[config.mk]
export PLATFORM = sky130hd
export DESIGN_NAME = strike_tracker
export DESIGN_NICKNAME = d
export VERILOG_FILES = /design/src/rtl/strike_tracker.sv
export SDC_FILE = /design/constraint.sdc
export NUM_CORES = 1
export LEC_CHECK = 0
export ABC_AREA = 1
export CORE_AREA = 2 2 70 72
export CTS_CLUSTER_SIZE = 8
export DETAILED_ROUTE_END_ITERATION = 12
export DIE_AREA = 0 0 72 74
export PLACE_DENSITY = 0.82
export SETUP_SLACK_MARGIN = 0.05
export SYNTH_ARGS = -nofsm -noshare
export SYNTH_HDL_FRONTEND = slang
export SYNTH_SLANG_ARGS = --single-unit
[constraint.sdc]
create_clock -name clk -period 4.5 [get_ports clk]
set_input_delay 0.9 -clock clk [delete_from_list [all_inputs] [get_ports clk]]
set_output_delay 0.9 -clock clk [all_outputs]
set_load 0.02 [all_outputs]
[src/rtl/strike_tracker.sv]
// Per-channel strike counters with lockout threshold, global saturating total and lowest-locked-slot encoder.
// All state registered, one-cycle latency; no backpressure: strikes on locked or cleared channels are dropped.
module strike_tracker #(
   parameter int NUM_CH    = 4,
   parameter int CNT_W     = 4,
   parameter int TOT_W     = 8,
   parameter int WRAP_MODE = 0,
   parameter int IDX_W     = (NUM_CH > 1) ? $clog2(NUM_CH) : 1
) (
   input  logic                    clk,
   input  logic                    rst,
   input  logic                    en,
   input  logic [NUM_CH-1:0]       strike_flag,
   input  logic [NUM_CH-1:0]       clear,
   input  logic                    clear_all,
   input  logic [CNT_W-1:0]        threshold,
   output logic [NUM_CH*CNT_W-1:0] count_flat,
   output logic [NUM_CH-1:0]       locked,
   output logic [NUM_CH-1:0]       lock_pulse,
   output logic [NUM_CH-1:0]       ovf,
   output logic [TOT_W-1:0]        total_strikes,
   output logic                    any_locked,
   output logic                    all_locked,
   output logic [IDX_W-1:0]        first_locked_idx
);

   localparam int PC_W  = $clog2(NUM_CH + 1);
   localparam int SUM_W = TOT_W + PC_W;
   localparam logic [CNT_W-1:0] CNT_MAX = '1;
   localparam logic [SUM_W-1:0] TOT_MAX = {{PC_W{1'b0}}, {TOT_W{1'b1}}};

   logic [NUM_CH-1:0][CNT_W-1:0] cnt_q, cnt_d;
   logic [NUM_CH-1:0]            locked_q, locked_d;
   logic [NUM_CH-1:0]            pulse_q, pulse_d;
   logic [NUM_CH-1:0]            ovf_q, ovf_d;
   logic [NUM_CH-1:0]            clr_eff;
   logic [NUM_CH-1:0]            accept;
   logic [TOT_W-1:0]             total_q, total_d;
   logic [PC_W-1:0]              n_acc;
   logic [SUM_W-1:0]             sum;

   assign clr_eff = clear | {NUM_CH{clear_all}};

   always_comb begin
      cnt_d    = cnt_q;
      ovf_d    = ovf_q;
      locked_d = '0;
      pulse_d  = '0;
      accept   = '0;
      n_acc    = '0;
      for (int i = 0; i < NUM_CH; i++) begin
         accept[i] = en & strike_flag[i] & ~clr_eff[i] & ~locked_q[i];
         if (clr_eff[i]) begin
            cnt_d[i] = '0;
            ovf_d[i] = 1'b0;
         end else if (accept[i]) begin
            if (cnt_q[i] == CNT_MAX) begin
               ovf_d[i] = 1'b1;
               if (WRAP_MODE != 0) cnt_d[i] = '0;
            end else begin
               cnt_d[i] = cnt_q[i] + 1'b1;
            end
         end
         // Lock is re-evaluated every cycle so a lowered threshold catches existing counts.
         locked_d[i] = ~clr_eff[i] & (locked_q[i] | ((threshold != '0) && (cnt_d[i] >= threshold)));
         pulse_d[i]  = locked_d[i] & ~locked_q[i];
         n_acc       = n_acc + PC_W'(accept[i]);
      end
      sum = SUM_W'(total_q) + SUM_W'(n_acc);
      if (clear_all)
         total_d = '0;
      else if (sum > TOT_MAX)
         total_d = '1;
      else
         total_d = TOT_W'(sum);
   end

   always_ff @(posedge clk or negedge rst) begin
      if (!rst) begin
         cnt_q    <= '0;
         locked_q <= '0;
         pulse_q  <= '0;
         ovf_q    <= '0;
         total_q  <= '0;
      end else begin
         cnt_q    <= cnt_d;
         locked_q <= locked_d;
         pulse_q  <= pulse_d;
         ovf_q    <= ovf_d;
         total_q  <= total_d;
      end
   end

   always_comb begin
      first_locked_idx = '0;
      for (int i = NUM_CH - 1; i >= 0; i--) begin
         if (locked_q[i]) first_locked_idx = IDX_W'(i);
      end
   end

   assign count_flat    = cnt_q;
   assign locked        = locked_q;
   assign lock_pulse    = pulse_q;
   assign ovf           = ovf_q;
   assign total_strikes = total_q;
   assign any_locked    = |locked_q;
   assign all_locked    = &locked_q;

endmodule

==> impl_metrics.csv, run 1 <==
group,metric,value,unit
critical_path,cp-startpoint,"clear_all",
clocking,clk-insertion-delay-late,300,ps
power_and_ir_drop,report.power.total,801,uW
critical_path,largest_driver_fanout_on_the_critical_path,7,
clocking,post_cts_buffers,0,
finish,area_delta_synth_final,30.9,%
global_routing,grt_pass1_wl,9370,um
sta,period_share,0.806,
logic_synthesis,synth_ff_type,"sky130_fd_sc_hd__dfrtp_1",
critical_path,path_delay_family,"simple AND/OR/NAND/NOR gates",
route,routed_wl,5580,um
clocking,clk_path_buf_depth,2,
clocking,cts_root_buf,"sky130_fd_sc_hd__clkbuf_8",
sta,worstMarginPinSlew,463,ps
min_path,min_path_cells,2,
clocking,cts-htree-levels,2,
logic_synthesis,ys_top_cells_by_area,"sky130_fd_sc_hd__dfrtp_1, sky130_fd_sc_hd__ha_1, sky130_fd_sc_hd__nand2_1",
power_and_ir_drop,total_leakage_power,0.00162,uW
logic_synthesis,async_reset_ff_frac,1.00,
global_routing,grt_antenna_before_repair,0,
global_routing,grt-ovfl-total,0,
floorplan,initial_core_util,0.526,
logic_synthesis,synth_sequential_area_ratio,0.372,
min_path,hold_start,"ovf[3]",
sta,hold_violations,0,
finish,drive_above_1_share,0.109,
critical_path,worst_path_cell_with_the_longest_stage_delay,"sky130_fd_sc_hd__clkdlybuf4s50_1",
floorplan,dieWidth,72,um
route,detail-route-antenna-nets,0,
critical_path,crit_path_cell_trace,"clkdlybuf4s50_1 -> nor2_8 -> inv_4 -> nor2_8 -> xor2_1 -> inv_1 -> ha_1 -> inv_1 -> fa_1 -> inv_1 -> fa_1 -> nand2_1 -> nor2_1 -> nand3_1 -> nand2_1 -> o21ai_0 -> inv_1",
placement,port_buffers,55,
logic_synthesis,synth_nets,326,
finish,design.final.nets,389,
power_and_ir_drop,max-vdd-ir-drop,0.000166,V
global_routing,largest_net_degree_at_the_start_of_global_routing,37,
placement,place.gp.congestion,0.832,
logic_synthesis,synth.top_cell.area_share,0.372,
sta,slew-limit-headroom,0.691,
critical_path,reg2reg_setup_slack,1500,ps
logic_synthesis,synth_top_cells_by_count,"sky130_fd_sc_hd__nand2_1, sky130_fd_sc_hd__inv_1, sky130_fd_sc_hd__dfrtp_1, sky130_fd_sc_hd__nor2_1, sky130_fd_sc_hd__a21oi_1",
route,route.detailed.vias_per_inst,5.22,
critical_path,worst_setup_path_end_kind,"register",
min_path,hold_path_class,"register to register",
clocking,postCtsResizedCells,0,
logic_synthesis,ys_warnings,0,
finish,sequential_cell_area,901,um2
critical_path,worstReg2RegStart,"locked[0]",
logic_synthesis,synth.distinct_cells,27,
critical_path,worst-path-buf-inv,6,
critical_path,startpoint_class_of_the_critical_path,"input pin",
global_routing,global_router_s_overall_resource_usage,0.228,
finish,stdcell_count,404,
sta,timing.clock.skew,9.67,ps
logic_synthesis,synth_cells,286,
sta,fmax,276,MHz
sta,report.final.slew_viol_count,0,
placement,detailedPlacementHpwl,4230,um
min_path,min_to,"ovf[3]",
logic_synthesis,syn-mean-instance-area,8.46,um2
clocking,clk_pin_slew,70,ps
floorplan,top_level_ports,56,
critical_path,r2r.worst_path.cells,16,
sta,final_setup_violation_count,0,
critical_path,most_used_cell_along_the_critical_path,"sky130_fd_sc_hd__inv_1",
logic_synthesis,synthMostInstantiatedCell,"sky130_fd_sc_hd__nand2_1",
clocking,clock_tree_from_tritoncts,"built",
run,max_cap_viol_count,0,
critical_path,cp_data_required_time,4740,ps
finish,layout.filler_cells,361,
clocking,num_cts_buffers,5,
logic_synthesis,synthDominantAreaCellType,"sky130_fd_sc_hd__dfrtp_1",
clocking,cts_hold_buffers,0,
clocking,cts.sink_count,36,
run_status,run_status,"complete, no violations",
sta,setup_repair_after_global_routing_missed_its_margin,"no",
finish,number_of_diodes_added_for_antenna_fixing,0,
route,routedWlPerCell,13.8,um
logic_synthesis,yosys_register_bits,36,
floorplan,fp.dieArea,5330,um2
critical_path,crit_path_max_incr_delay,520,ps
power_and_ir_drop,p_per_area,253,nW/um2
route,drc_errors,0,
placement,dp_cells,396,
logic_synthesis,syn_area,2420,um2
sta,tns,0,ps
sta,final.min_clock_period,3630,ps
critical_path,worst-endpoint-arrival,3860,ps
route,drtIter0Drc,75,
logic_synthesis,synth_enable_flop_cells,0,
floorplan,row_cnt,25,
critical_path,crit-reg2reg-capture,"total_strikes[3]",
finish,multiInputGateArea,1320,um2
critical_path,setup.worst_path.class,"input pin to register",
floorplan,placeableCoreArea,4600,um2
global_routing,vias_in_the_first_global_route,2096,
route,via_count,2110,
route,drt_first_pass_iters,4,
floorplan,die_h,74,um
[registers in the layout, indices dropped and copies added (netlist names)]
name / count
count_flat: 16
total_strikes: 8
lock_pulse: 4
locked: 4
ovf: 4
[layer usage]
layer / track usage / routed length, um / part of all wire / up-vias
met5: 0 / 0 / 0 / -
met4: 0.0713 / 58 / 0.010 / 0
met3: 0.0542 / 307 / 0.055 / 5
met2: 0.404 / 2720 / 0.49 / 60
met1: 0.278 / 2490 / 0.45 / 993
li1: - / - / - / 1052
[power breakdown]
part           total, uW  leakage (uW)  switching, uW  internal (uW)
Sequential           340      0.000498           8.77            332
Combinational        145       0.00106           84.3           60.2
Clock                316     0.0000645            121            196
Total                801       0.00162            214            587
[cell usage in the layout (no fill, tap or decap)]
master,Yosys,final
sky130_fd_sc_hd__nand3_2,4,4
sky130_fd_sc_hd__fa_1,2,2
sky130_fd_sc_hd__nor2_1,25,25
sky130_fd_sc_hd__nor2_8,6,6
sky130_fd_sc_hd__inv_4,1,1
sky130_fd_sc_hd__nand2_2,5,5
sky130_fd_sc_hd__clkdlybuf4s50_1,0,55
sky130_fd_sc_hd__a211oi_1,1,1
sky130_fd_sc_hd__nand3_1,22,22
sky130_fd_sc_hd__dfrtp_1,36,36
sky130_fd_sc_hd__o21ai_0,2,2
sky130_fd_sc_hd__nand2_4,4,4
sky130_fd_sc_hd__xnor2_1,6,6
sky130_fd_sc_hd__nand2_1,52,52
sky130_fd_sc_hd__ha_1,22,22
sky130_fd_sc_hd__inv_1,44,44
sky130_fd_sc_hd__a21oi_1,24,24
sky130_fd_sc_hd__a31oi_1,1,1
sky130_fd_sc_hd__bufinv_16,0,1
sky130_fd_sc_hd__xor2_1,5,5
sky130_fd_sc_hd__o21ai_1,6,6
sky130_fd_sc_hd__buf_4,0,2
sky130_fd_sc_hd__nand3_4,1,1
sky130_fd_sc_hd__nor4_1,1,1
sky130_fd_sc_hd__nor3_1,1,1
sky130_fd_sc_hd__clkbuf_8,0,7
sky130_fd_sc_hd__inv_2,5,5
sky130_fd_sc_hd__nor2_4,2,2
sky130_fd_sc_hd__nand4_1,6,6
sky130_fd_sc_hd__o21bai_1,1,1
[worst max-delay path by stage]
| stage | slack, ps | depth (start not counted) | to |
|---|---|---|---|
| floorplan | 1310 | 17 | total_strikes[3] |
| global placement | 770 | 17 | total_strikes[5] |
| detailed placement | 650 | 17 | total_strikes[3] |
| CTS | 920 | 17 | total_strikes[3] |
| global route | 640 | 17 | total_strikes[3] |
| finish | 870 | 17 | total_strikes[3] |
[cell families (layout without fill, tap and decap cells)]
family | after synthesis | count (layout) | share of synthesized area
simple gates | 129 | 129 | 0.299
buf+inv | 51 | 115 | 0.0832
flops | 36 | 36 | 0.372
compound gates | 35 | 35 | 0.0750
fa+ha+maj | 24 | 24 | 0.130
xor+xnor | 11 | 11 | 0.0398
[worst reg2reg max path: stages, from the launching register on]
cell                      delay (ps)
sky130_fd_sc_hd__dfrtp_1         430
sky130_fd_sc_hd__inv_1           210
sky130_fd_sc_hd__nand3_4         130
sky130_fd_sc_hd__nor2_8          160
sky130_fd_sc_hd__xor2_1          190
sky130_fd_sc_hd__inv_1            70
sky130_fd_sc_hd__ha_1            280
sky130_fd_sc_hd__inv_1            40
sky130_fd_sc_hd__fa_1            350
sky130_fd_sc_hd__inv_1            90
sky130_fd_sc_hd__fa_1            210
sky130_fd_sc_hd__nand2_1          90
sky130_fd_sc_hd__nor2_1          200
sky130_fd_sc_hd__nand3_1         220
sky130_fd_sc_hd__nand2_1         120
sky130_fd_sc_hd__o21ai_0          90
sky130_fd_sc_hd__inv_1            60
[layout make-up]
type	count	area share
Sequential cell	36	0.284
Inverter	50	0.0600
Clock inverter	1	0.00948
Clock buffer	7	0.0304
Tap cell	54	0.0213
Multi-Input combinational cell	199	0.416
Timing Repair Buffer	57	0.179
[through the flow]
step / hold WS [ps] / setup slack, ps / cell area, um2 / utilization
after global routing: 528 / 639 / 3170 / 0.689
final: 496 / 873 / 3170 / 0.689
after floorplan: 597 / 1310 / 2420 / -
after detailed placement: 490 / 655 / 3040 / 0.661
after global placement: 479 / 773 / 3040 / 0.661
after CTS: 504 / 923 / 3170 / 0.689
Note: power is estimated with default switching activity, not from simulation.
==> run 2, diff against run 1 <==
--- a/config.mk
+++ b/config.mk
@@ -6,11 +6,11 @@
 export NUM_CORES = 1
 export LEC_CHECK = 0
 export ABC_AREA = 1
-export CORE_AREA = 2 2 70 72
+export CORE_AREA = 2 2 73 75
 export CTS_CLUSTER_SIZE = 8
 export DETAILED_ROUTE_END_ITERATION = 12
-export DIE_AREA = 0 0 72 74
-export PLACE_DENSITY = 0.82
+export DIE_AREA = 0 0 75 77
+export PLACE_DENSITY = 0.76
 export SETUP_SLACK_MARGIN = 0.05
 export SYNTH_ARGS = -nofsm -noshare
 export SYNTH_HDL_FRONTEND = slang
==> constraint.sdc (replaced) <==
create_clock -name clk -period 3.7 [get_ports clk]
set_input_delay 0.74 -clock clk [delete_from_list [all_inputs] [get_ports clk]]
set_output_delay 0.74 -clock clk [all_outputs]
set_load 0.02 [all_outputs]
==> impl_metrics.csv, run 2 (synthesis results as in run 1) <==
group,metric,value,unit
run_status,run_status,"complete, no violations",
global_routing,grt-ovfl-total,0,
clocking,clock_tree_from_tritoncts,"built",
route,drt_first_pass_iters,4,
power_and_ir_drop,p_per_area,282,nW/um2
floorplan,row_cnt,26,
clocking,cts_hold_buffers,0,
global_routing,grt_pass1_wl,9340,um
finish,area_delta_synth_final,30.4,%
critical_path,reg2reg_setup_slack,800,ps
sta,worstMarginPinSlew,803,ps
sta,setup_repair_after_global_routing_missed_its_margin,"no",
global_routing,grt_antenna_before_repair,0,
sta,tns,0,ps
finish,most_common_library_cell_in_the_layout_ignoring_fill_and_taps,"sky130_fd_sc_hd__clkdlybuf4s50_1",
critical_path,cp_data_required_time,3950,ps
route,routedWlPerCell,12.8,um
sta,report.final.slew_viol_count,0,
finish,design.final.nets,390,
clocking,num_cts_buffers,5,
sta,worst_hold_slack,496,ps
route,via_count,2040,
route,route.detailed.vias_per_inst,4.85,
finish,layout.filler_cells,431,
global_routing,global_router_s_overall_resource_usage,0.210,
floorplan,top_level_ports,56,
critical_path,crit_path_max_incr_delay,600,ps
min_path,hold_start,"ovf[3]",
route,drc_errors,0,
run,max_cap_viol_count,0,
sta,final.min_clock_period,3330,ps
finish,drive_above_1_share,0.108,
placement,place.gp.congestion,0.799,
floorplan,placeableCoreArea,4980,um2
sta,final_setup_violation_count,0,
floorplan,fp.dieArea,5780,um2
min_path,min_to,"ovf[3]",
clocking,post_cts_buffers,0,
power_and_ir_drop,total_leakage_power,0.00161,uW
finish,most_frequent_cells_in_the_layout,"sky130_fd_sc_hd__clkdlybuf4s50_1, sky130_fd_sc_hd__nand2_1, sky130_fd_sc_hd__inv_1, sky130_fd_sc_hd__dfrtp_1, sky130_fd_sc_hd__nor2_1",
clocking,cts.sink_count,36,
critical_path,largest_driver_fanout_on_the_critical_path,9,
global_routing,vias_in_the_first_global_route,2006,
sta,period_share,0.899,
critical_path,worst-path-buf-inv,5,
critical_path,startpoint_class_of_the_critical_path,"input pin",
clocking,clk_path_buf_depth,2,
critical_path,setup.worst_path.class,"input pin to register",
clocking,clk_pin_slew,80,ps
sta,slew-limit-headroom,0.465,
placement,port_buffers,55,
clocking,cts-htree-levels,2,
sta,fmax,301,MHz
finish,multiInputGateArea,1320,um2
finish,max_reg_flops,16,
critical_path,worst_setup_path_end_kind,"register",
route,drtIter0Drc,118,
finish,number_of_diodes_added_for_antenna_fixing,0,
critical_path,worstReg2RegStart,"locked[0]",
critical_path,worst_path_cell_with_the_longest_stage_delay,"sky130_fd_sc_hd__clkdlybuf4s50_1",
min_path,hold_path_class,"register to register",
route,routed_wl,5410,um
finish,sequential_cell_area,901,um2
clocking,clk-insertion-delay-late,300,ps
placement,detailedPlacementHpwl,4120,um
critical_path,crit-reg2reg-capture,"total_strikes[3]",
critical_path,worst-endpoint-arrival,3570,ps
min_path,min_path_cells,2,
floorplan,initial_core_util,0.486,
power_and_ir_drop,max-vdd-ir-drop,0.000164,V
clocking,postCtsResizedCells,0,
sta,timing.clock.skew,8.83,ps
clocking,cts_root_buf,"sky130_fd_sc_hd__clkbuf_8",
global_routing,largest_net_degree_at_the_start_of_global_routing,37,
route,detail-route-antenna-nets,0,
critical_path,r2r.worst_path.cells,16,
critical_path,path_delay_family,"buffers and inverters",
floorplan,dieWidth,75,um
floorplan,die_h,77,um
critical_path,crit_path_cell_trace,"clkdlybuf4s50_1 -> buf_4 -> nor2_8 -> nand2_4 -> nor2_8 -> ha_1 -> inv_1 -> fa_1 -> inv_1 -> fa_1 -> nand2_1 -> nor2_1 -> nand3_1 -> nand2_1 -> o21ai_0 -> inv_1",
sta,hold_violations,0,
critical_path,most_used_cell_along_the_critical_path,"sky130_fd_sc_hd__inv_1",
==> run 2: cell count changes in the layout (fill, tap and decap cells not counted), sizes merged <==
| cell | change |
|---|---|
| clkdlybuf4s50 | -1 |
| clkbuf | +1 |
| buf | +2 |
| bufinv | -1 |
==> run 2: metrics by stage <==
step | total power [uW] | std cells | utilization | instance area [um2] | worst slack (ps)
after global routing | 927 | 421 | 0.634 | 3150 | 109
after floorplan | 519 | 286 | - | 2420 | 674
after global placement | 593 | 413 | 0.616 | 3060 | 143
after detailed placement | 596 | 413 | 0.616 | 3060 | 80.4
after CTS | 893 | 421 | 0.634 | 3150 | 377
final | 889 | 421 | 0.634 | 3150 | 374
==> run 2: cell type report <==
cell class                      instances  area share
Multi-Input combinational cell        199       0.418
Sequential cell                        36       0.286
Timing Repair Buffer                   58       0.180
Inverter                               50      0.0603
Clock buffer                            8      0.0286
Tap cell                               70      0.0278
==> run 2: worst max path at each step <==
| stage | end | cells after the start | startpoint | slack, ps |
|---|---|---|---|---|
| 2_1_floorplan | total_strikes[3] | 17 | clear_all | 670 |
| 3_3_place_gp | total_strikes[3] | 16 | clear_all | 140 |
| 3_5_place_dp | total_strikes[3] | 16 | clear_all | 80 |
| 4_1_cts | total_strikes[3] | 16 | clear_all | 380 |
| 5_1_grt | total_strikes[3] | 17 | clear_all | 110 |
| 6_report | total_strikes[3] | 16 | clear_all | 370 |
==> run 2: layer usage <==
metal  up-vias  wire length, um  track usage  share of wire
met2        61             2380        0.309           0.44
met3         7              347       0.0578          0.064
li1       1041                -            -              -
met4         0               61       0.0482          0.011
met1       931             2620        0.306           0.48
met5         -                0            0              0
==> run 2: worst min-delay path, stage by stage, from the launching register on <==
cell and delay (ps):
sky130_fd_sc_hd__dfrtp_1 350, sky130_fd_sc_hd__nand2_1 50, sky130_fd_sc_hd__o21ai_1 60
==> run 2: power breakdown <==
part           internal (uW)  switching [uW]  leakage (uW)
sequential               403            10.2      0.000498
combinational           73.2             102       0.00107
clock                    152             148     0.0000455
==> patch 1: new RTL, config.mk and constraints of run 2 <==
`WRAP_MODE`: 0 -> 1.
--- a/src/rtl/strike_tracker.sv
+++ b/src/rtl/strike_tracker.sv
@@ -4,7 +4,7 @@
    parameter int NUM_CH    = 4,
    parameter int CNT_W     = 4,
    parameter int TOT_W     = 8,
-   parameter int WRAP_MODE = 0,
+   parameter int WRAP_MODE = 1,
    parameter int IDX_W     = (NUM_CH > 1) ? $clog2(NUM_CH) : 1
 ) (
    input  logic                    clk,
Check against the original RTL: no difference found for any inputs over 4 cycles, from zero or initial values and one cycle with rst low; that may be too few to reach the edited logic, so the function may still have changed.
==> patch 1 against run 2 <==
- sequential cell count is the same
- setup slack lost 42 ps
- area after synthesis shrank 2.0%
- design area shrank 1.1%
- power shrank 5.0%
- die area is the same
- routed wire length grew 1.2%
- highest routed layer unchanged
==> patch 1: results (changes against run 2) <==
Synthesis
  • Post-synth top area share: 38.0% (+0.75 points)
  • Netlist cell types: 28 (+3.7%)
  • Synth top cells by count: nand2_1, inv_1, dfrtp_1
  • Top post-synthesis cells by area: dfrtp_1, ha_1, nand2_1, inv_1, nand3_1
  • Synthesized netlist net count: 336 (+3.1%)

Finish
  • Final net count: 401 (+2.8%)
  • Fraction of layout cells with a size suffix above 1: 6.91% (-3.9 points)
  • FILL cells: 419 (-2.8%)

GRT
  • Gr usage total: 20.8% (-0.19 points)
  • Vias in the first global route: 2049 (+2.1%)
  • First-pass GRT wire length: 9.27 mm (-0.74%)

Pwr
  • Static Leakage: 1.55 nW (-3.8%)
  • Worst VDD drop: 0.000189 V (+16%)

Place
  • Final HPWL DP: 4.23 mm (+2.7%)
  • Cell Area, Placed: 0.00303 mm^2 (-1.1%)
  • Final GP Congestion: 0.859 (+7.5%)

Timing
  • Least-Margin Pin Slew: 467 ps (-336 ps)
  • Clk_skew: 3.33 ps (-5.50 ps)

Critical path
  • Crit Path Max Fanout: 7 (-2)
  • Worst path max stage delay: 510 ps (-90 ps)
  • CP delay by family, top: simple AND/OR/NAND/NOR gates
  • Worst R2R Path Depth: 14 (-2)
  • Crit path DAT: 3580 ps (about the same)

Route
  • Vias per cell: 4.91 (+1.4%)
  • Initial DRC count: 77 (-35%)
  • DR pass1 iterations: 4 (unchanged)

Outcome
  • Status: complete, no violations

Worst hold path
  • Min-Delay Startpoint: ovf[2]
==> patch 1: cells by family after synthesis <==
family / share of synthesized area [%]
AND/OR/NAND/NOR: 29.4
buffers and inverters: 9.44
AO/OA/AOI/OAI: 8.81
flip-flops: 38.0
adder cells (fa/ha/maj): 13.3
XOR/XNOR: 1.11
==> patch 1: per-stage QoR <==
stage | setup WS [ps] | cells
after floorplan | 703 | 296
after global placement | 138 | 424
after detailed placement | 57.1 | 424
after CTS | 350 | 432
after global routing | 102 | 432
final | 332 | 432
==> patch 1: cell type report <==
class	count	area [um^2]	area share, %
Inverter	56	213	6.82
Clock buffer	8	90.1	2.89
Sequential cell	36	901	28.9
Timing Repair Buffer	59	581	18.6
Multi-Input combinational cell	203	1250	40.0
Tap cell	70	87.6	2.81
==> patch 1: power by group <==
group          switching [mW]  internal [mW]  leakage, nW  total (mW)
registers             0.00635          0.400        0.500       0.407
logic                  0.0849         0.0602         1.00       0.145
clock network           0.141          0.152       0.0455       0.293
==> patch 1: final timing paths <==
check	endpoint	slack, ps
min	ovf[2]	480
max in group asynchronous	count_flat[3]	2500
max reg2reg	total_strikes[4]	720
min in group asynchronous	total_strikes[7]	880
min reg2reg	ovf[2]	480
max	total_strikes[4]	330
==> patch 1: tightest hold or removal path: stages (launching register included) <==
cell	delay, ps
dfrtp_1	340
nand2_1	50
nand2_1	50
==> patch 1: per-layer routing <==
metal  global-route usage (%)  wire [um]  part of all wire, %  vias up
li1                         -          -                    -     1087
met1                     30.0       2650                   48      953
met2                     31.0       2400                   44       75
met3                     5.12        349                  6.4        7
met4                     5.54         67                  1.2        0
met5                        0          0                    0        -
==> patch 2: new RTL, settings of run 2 <==
Without the edit above. Remove the register `pulse_q`: a continuous assignment takes its place, so the output `lock_pulse` follows one clock earlier.
--- a/src/rtl/strike_tracker.sv
+++ b/src/rtl/strike_tracker.sv
@@ -79,17 +79,17 @@
       if (!rst) begin
          cnt_q    <= '0;
          locked_q <= '0;
-         pulse_q  <= '0;
          ovf_q    <= '0;
          total_q  <= '0;
       end else begin
          cnt_q    <= cnt_d;
          locked_q <= locked_d;
-         pulse_q  <= pulse_d;
          ovf_q    <= ovf_d;
          total_q  <= total_d;
       end
    end
+
+   assign pulse_q = pulse_d;
 
    always_comb begin
       first_locked_idx = '0;
Check against the original RTL: not equivalent (Yosys sat finds a counterexample within 4 cycles, from zero or initial values and one cycle with rst low).
==> patch 2 against run 2 <==
- design area up 4.4%
- count of clock-buffer cells in the layout down 2
- non-clock buffer count up 28
- power down 7.5%
- area after synthesis down 4.1%
- worst hold slack worse by 4.4 ps
- setup slack worse by 160 ps
- sequential power down 11%
- clock power down 14%
- routed wire length up 4.0%
- sequential cell count down 4
- fmax down 4.6%
- largest cell class unchanged
==> patch 2: results (changes against run 2) <==
Outcome
  • Status: complete, no violations

Critical path
  • Worst r2r src: locked[0]
  • CP delay by family, top: simple AND/OR/NAND/NOR gates
  • Setup slack, reg-to-reg: 670 ps (-130 ps)
  • Crit path DAT: 2750 ps (-820 ps)
  • Worst path max stage delay: 510 ps (-90 ps)
  • Endpoint of the worst register-to-register path: total_strikes[5]
  • Crit Path Max Fanout: 5 (-4)
  • CP endpoint: lock_pulse[1]
  • CP startpoint: clear[1]
  • Critical path's slowest cell: clkdlybuf4s50_1
  • Worst R2R Path Depth: 17 (+1)

Synthesis
  • Netlist cell types: 27 (unchanged)
  • Post-synthesis sequential area ratio: 34.5% (-2.7 points)
  • Main flop type after synthesis: dfrtp_1
  • Yosys warning count: 0 (unchanged)
  • Top post-synthesis cells by area: dfrtp_1, ha_1, nand2_1, inv_1, a21oi_1
  • Post-Syn Area per Cell: 8.23 um^2 (-2.8%)
  • Synth top cells by count: nand2_1, inv_1, dfrtp_1
  • Asr flop ratio synth: 100% (unchanged)
  • Synthesized netlist net count: 322 (-1.2%)

Clock network
  • Root Buffer: clkbuf_8
  • Clk_lat worst skew: 280 ps (-20 ps)
  • Num CTS Buffers: 5 (unchanged)
  • Worst-path clk slew: 60 ps (-20 ps)
  • Level count of the clock H-tree: 2 (unchanged)
  • Maximum root-to-sink buffer count: 2 (unchanged)

Timing
  • Final Cycle Share: 94.3% (+4.4 points)
  • Clk_skew: 6.57 ps (-2.26 ps)
  • Least-Margin Pin Slew: 421 ps (-382 ps)

Route
  • Met3 wire length: 301 um (-13%)
  • Post-Route WL: 5.63 mm (+4.0%)
  • Vias per cell: 4.89 (+0.91%)
  • Routed met1 length: 2.48 mm (-5.6%)
  • Top layer in use: met4
  • Routed met2 length: 2.78 mm (+17%)
  • Initial DRC count: 109 (-7.6%)
  • DR pass1 iterations: 5 (+1)

Finish
  • Max reg flops: 16 (unchanged)
  • Final net count: 414 (+6.2%)
  • # diodes: 0 (unchanged)
  • FILL cells: 442 (+2.6%)
  • Final cell count without fillers: 444 (+5.5%)
  • Fraction of layout cells with a size suffix above 1: 21.1% (+10 points)

Pwr
  • Net Switching: 247 uW (-5.1%)
  • Static Leakage: 1.72 nW (+6.7%)
  • Worst VDD drop: 0.000158 V (-3.2%)

GRT
  • Gr usage total: 21.8% (+0.85 points)
  • Largest net degree at the start of global routing: 33 (-11%)
  • Vias in the first global route: 2139 (+6.6%)
  • First-pass GRT wire length: 9.65 mm (+3.3%)
  • Initial antenna violation count: 0 (unchanged)

Place
  • DP Worst Slack: -318 ps (-399 ps)
  • I/O Buffers: 55 (unchanged)
  • Final HPWL DP: 4.40 mm (+6.8%)
  • Final GP Congestion: 0.836 (+4.7%)

Worst hold path
  • Hold Crit Class: flop to flop
patch 2: cell types whose count changed in the layout (fill, tap and decap cells not counted), sizes merged:
cell,before,now
clkdlybuf4s50,54,48
dlymetal6s2s,0,2
clkinv,0,1
dlygate4sd2,0,1
dfrtp,36,32
buf,4,35
clkbuf,8,6
patch 2: cell families after synthesis:
logic type               Yosys count  synth area share [%]
AND/OR/NAND/NOR                  129                  31.2
buffers and inverters             51                  8.68
AO/OA/AOI/OAI                     35                  7.82
flip-flops                        32                  34.5
adder cells (fa/ha/maj)           24                  13.6
XOR/XNOR                          11                  4.15
patch 2: power groups by stage:
stage,clock (mW),sequential [mW],combinational [mW]
finish,0.257,0.368,0.197
global route,0.279,0.370,0.218
CTS,0.263,0.368,0.195
detailed placement,0,0.375,0.194
global placement,0,0.374,0.190
floorplan,0,0.384,0.0889
patch 2: timing repair:
item                                    CTS  global route
endpoints found under the setup margin    4            11
setup buffers                             1             1
pin swaps                                 1             6
gates resized for setup                  18            15
patch 2: tightest hold or removal path: stages (launching register included):
cell and delay, ps:
dfrtp_1 340, nand2_1 50, o21ai_1 60
patch 2: stage by stage:
stage | cell area [um^2] | total power, mW | setup TNS (ps)
global placement | 3180 | 0.564 | -969
floorplan | 2320 | 0.473 | 0
detailed placement | 3180 | 0.569 | -1740
CTS | 3250 | 0.827 | 0
finish | 3290 | 0.822 | 0
global route | 3290 | 0.866 | 0
patch 2: routing by layer:
metal  vias up  track usage (%)
li1       1090                -
met1      1010             28.4
met2        63             35.3
met3         8             5.91
met4         0             5.89
met5         -                0
patch 2: area by class of cell:
class	count	area, um^2	area share (%)
clock buffers	6	72.6	2.20
well taps	70	87.6	2.66
repair buffers	86	787	23.9
flip-flops and latches	32	801	24.3
clock inverters	1	5.00	0.152
inverters	50	190	5.78
multi-input cells	199	1350	41.0
patch 2: worst min-delay path by stage:
stage / from / end / slack [ps] / depth (start not counted)
5_1_grt: ovf[3] / ovf[3] / 530 / 2
3_3_place_gp: ovf[2] / ovf[2] / 480 / 2
6_report: ovf[3] / ovf[3] / 490 / 2
2_1_floorplan: rst / count_flat[0] / 440 / 0
4_1_cts: ovf[1] / ovf[1] / 500 / 2
3_5_place_dp: ovf[1] / ovf[1] / 480 / 2
